`config.mk`:
```
export PLATFORM = sky130hd
export DESIGN_NAME = encoder_4x2
export DESIGN_NICKNAME = d
export VERILOG_FILES = /design/src/rtl/encoder_4x2.sv
export SDC_FILE = /design/constraint.sdc
export NUM_CORES = 1
export LEC_CHECK = 0
export BUFFER_PORTS_ARGS = -buffer_cell sky130_fd_sc_hd__buf_2
export CELL_PAD_IN_SITES_DETAIL_PLACEMENT = 0
export CELL_PAD_IN_SITES_GLOBAL_PLACEMENT = 1
export CORE_AREA = 10 10 47 49
export CTS_BUF_LIST = sky130_fd_sc_hd__clkbuf_4 sky130_fd_sc_hd__clkbuf_8
export CTS_CLUSTER_DIAMETER = 100
export DETAILED_ROUTE_END_ITERATION = 8
export DIE_AREA = 0 0 57 59
export HOLD_SLACK_MARGIN = 0.05
export PLACE_DENSITY = 0.43
export SETUP_SLACK_MARGIN = 0.5
export SYNTH_ARGS = -nofsm -noshare
export SYNTH_HDL_FRONTEND = slang
export SYNTH_SLANG_ARGS = --single-unit
```
`constraint.sdc`:
```
create_clock -name clk -period 0.8 [get_ports clk]
set_input_delay 0.08 -clock clk [delete_from_list [all_inputs] [get_ports clk]]
set_output_delay 0.08 -clock clk [all_outputs]
set_load 0.01 [all_outputs]
```
`src/rtl/encoder_4x2.sv`:
```
// 4-to-2 priority encoder (D3 highest) with valid and multi-hot flags.
// REGISTERED selects a one-cycle registered path or a purely combinational one.
module encoder_4x2 #(
    parameter bit REGISTERED = 1'b1
) (
    input  logic clk,
    input  logic rst_n,
    input  logic D3,
    input  logic D2,
    input  logic D1,
    input  logic D0,
    output logic O2,
    output logic O1,
    output logic valid,
    output logic multi_hot
);

    logic [1:0] enc_idx;
    logic       enc_valid;
    logic       enc_multi;

    always_comb begin
        enc_idx = 2'b00;
        if (D3)      enc_idx = 2'b11;
        else if (D2) enc_idx = 2'b10;
        else if (D1) enc_idx = 2'b01;
        else         enc_idx = 2'b00;
    end

    assign enc_valid = D3 | D2 | D1 | D0;
    // Any pair of set bits means popcount >= 2; implies valid by construction.
    assign enc_multi = (D3 & (D2 | D1 | D0)) | (D2 & (D1 | D0)) | (D1 & D0);

    generate
        if (REGISTERED) begin : g_reg
            always_ff @(posedge clk or negedge rst_n) begin
                if (!rst_n) begin
                    O2        <= 1'b0;
                    O1        <= 1'b0;
                    valid     <= 1'b0;
                    multi_hot <= 1'b0;
                end else begin
                    O2        <= enc_idx[1];
                    O1        <= enc_idx[0];
                    valid     <= enc_valid;
                    multi_hot <= enc_multi;
                end
            end
        end else begin : g_comb
            // clk and rst_n are intentionally unused in this build.
            assign O2        = enc_idx[1];
            assign O1        = enc_idx[0];
            assign valid     = enc_valid;
            assign multi_hot = enc_multi;
        end
    endgenerate

endmodule

```
# Yosys cells after proc, flatten, opt, wreduce, memory -nomap -nowiden
# Cells that the tools add are included.
# word_totals
word_cells,18
reg_bits,4
# classes
muxes,3
n_bitwise,11
# op_table
op,count
bitwise OR 1 bit,8
two-way mux 2 bit,2
AND 1 bit,3
two-way mux 1 bit,1

# Depth between registers and ports, before layout
# logic_depth
ltp_word,5
mapped_depth,2
depth_no_buf,2

# Least setup slack after synthesis
# No wires, ideal clock.
# synth_path
path_kind,input -> register
start,in D0
end,reg valid
arrival_time_ps,574
required_time_ps,661
path_stages,1
setup_slack_ps,87
setup_ps,139
path_buffers,0
path_cell_list,or4_1
# synth_between
elab_chain_cells,1
# synth_lines
item,line,source
"start, declared",11,"input logic D0,"
bitwise OR 1 bit,30,assign enc_valid = D3 | D2 | D1 | D0;
"end signal, assigned",45,valid <= enc_valid;
"end, declared",14,"output logic valid,"
# Every way passes these cells.

# Worst setup path after layout
# layout_path
start,reg valid
end,out valid
# No word-level cell between the ends.

==> flow_summary.json <==
{
  "status": "finished with violations",
  "violations": "negative hold slack, negative setup slack",
  "max_freq_mhz": 1250,
  "dp_hpwl_um": 331,
  "placementRows": 14,
  "drc": 0,
  "cts_tree": "yes",
  "max_cap_violations": 0,
  "drt_wl_total_um": 409,
  "dr.first_iter.drc_count": 1,
  "clockBufferDepth": 2,
  "start_util_pct": 10.4,
  "synth.avg_cell_area_um2": 13.2,
  "synth_cell_types": 7,
  "crit_arrival_ps": 720,
  "vdd_ir_drop_max_mv": 0.345,
  "yosys_warnings": 0,
  "placed_area_um2": 243,
  "setup_viol": 1,
  "whs_ps": -357,
  "end_kind": "output port",
  "dieArea_mm2": 0.00336,
  "fin_cells": 43,
  "num_vias": 138,
  "crit_chain": "buf_2",
  "globalplace.congestion": 0.730,
  "fillers": 159,
  "fin_ws_ps": -2.47,
  "syn_to_final_growth_pct": 104,
  "worstMarginPinSlew_ps": 159,
  "synth_area_um2": 145,
  "clkSinkCount": 4,
  "die_w_um": 57,
  "gr-total-overflow": 0,
  "final.setup.tns_ps": -2.47,
  "start_kind": "register",
  "fp.dieH_um": 59,
  "drive_gt1_share_pct": 74.1,
  "cp_slowest_stage_delay_ps": 350,
  "path_class": "reg2out",
  "ys_ff_latch": 4,
  "layout_commonest_cell": "buf_2",
  "io_buffers": 9,
  "period_share_pct": 100,
  "hold_viol": 4,
  "grt_max_degree": 6,
  "wl_per_cell_um": 9.51,
  "hold_class": "in2async",
  "grt_setup_unrepaired": "true",
  "cp_max_fo": 1,
  "clk_pin_slew_worst_paths_ps": 40,
  "dp_cells": 39,
  "first_global_vias": 165,
  "firstDrtPassIters": 3,
  "htreeDepth": 1,
  "fp.coreArea_mm2": 0.00140,
  "stdcell_area_um2": 297,
  "grt_usage_pct": 2.86,
  "antenna_found_initial": 0,
  "finalMaxSlewViolations": 0,
  "power_mw": 0.546,
  "fin_crit_ps": 802,
  "final_cell_mix": "buf_2 (7), buf_6 (5), dfrtp_1 (4)",
  "pin_count": 10,
  "vias_per_cell": 3.21,
  "cts_buffers": 3,
  "cellPowerDensity_mw_per_mm2": 1840,
  "p_leak_nw": 0.132,
  "diodes": 0,
  "syn_nets": 17,
  "ys_seq_area_share_pct": 69.0,
  "worstPathRequired_ps": 720,
  "nNetsFinal": 35,
  "path_delay_family": "flip-flops",
  "final_antenna_net_count": 0,
  "worst-path-buf-inv": 1,
  "relSlewSlack_pct": 89.4,
  "grt_pass1_wl_um": 662,
  "crit_slowest_cell": "dfrtp_1",
  "cp.depth": 1,
  "cts_root_buf": "clkbuf_4",
  "synthCells": 11
}
registers in the layout, indices dropped and copies added, names as in the netlist:
signal / cells
multi_hot: 1
O1: 1
O2: 1
valid: 1
where the power goes:
part | internal, mW | switching [mW] | leakage (nW)
Sequential | 0.215 | 0.00231 | 0.0412
Clock | 0.167 | 0.0765 | 0.0138
Combinational | 0.0492 | 0.0363 | 0.0766
layout make-up:
type	instances	area, um2	share of cell area, %
clock buffer	3	22.5	7.59
inverter	1	3.75	1.27
multi-input combinational	6	51.3	17.3
sequential	4	100	33.8
tap	16	20.0	6.75
timing repair buffer	13	98.8	33.3
synthesized netlist by cell type (all sizes together):
master,instances,area share (%)
dfrtp,4,69
a211oi,2,10
a21o,1,6.0
inv,1,2.6
nor2,1,2.6
or2,1,4.3
or4,1,5.2
per-layer routing:
layer / wire, um / part of all wire, % / global-route usage, % / vias up
met5: 0 / 0 / 0 / -
met2: 129 / 32 / 2.48 / 10
met3: 92 / 22 / 3.65 / 0
met1: 187 / 46 / 2.87 / 57
met4: 0 / 0 / 3.02 / 0
li1: - / - / - / 71
path summary, 6_finish.rpt:
check / from / to
max in group asynchronous: rst_n / O1
max: valid / valid
min: rst_n / multi_hot
min in group clk: D3 / valid
cell families after synthesis:
kind of cell,count (synthesis),synth area share [%]
flip-flops,4,69.0
AND/OR/NAND/NOR,3,12.1
AO/OA/AOI/OAI,3,16.4
buffers and inverters,1,2.58
repair_timing:
action,4_1_cts,5_1_grt
setup endpoints to repair,8,8
endpoints found under the hold margin,5,4
buffers inserted,1,0
pin swaps,6,2
gates resized for setup,5,0
metrics by stage:
step / util, % / setup WS, ps
finish: 21.2 / -2.47
global route: 21.2 / -43.1
CTS: 21.2 / -16.2
detailed placement: 17.3 / -43.7
global placement: 17.3 / -24.8
floorplan: - / 87.0
Note: power is estimated with default switching activity, not from simulation.
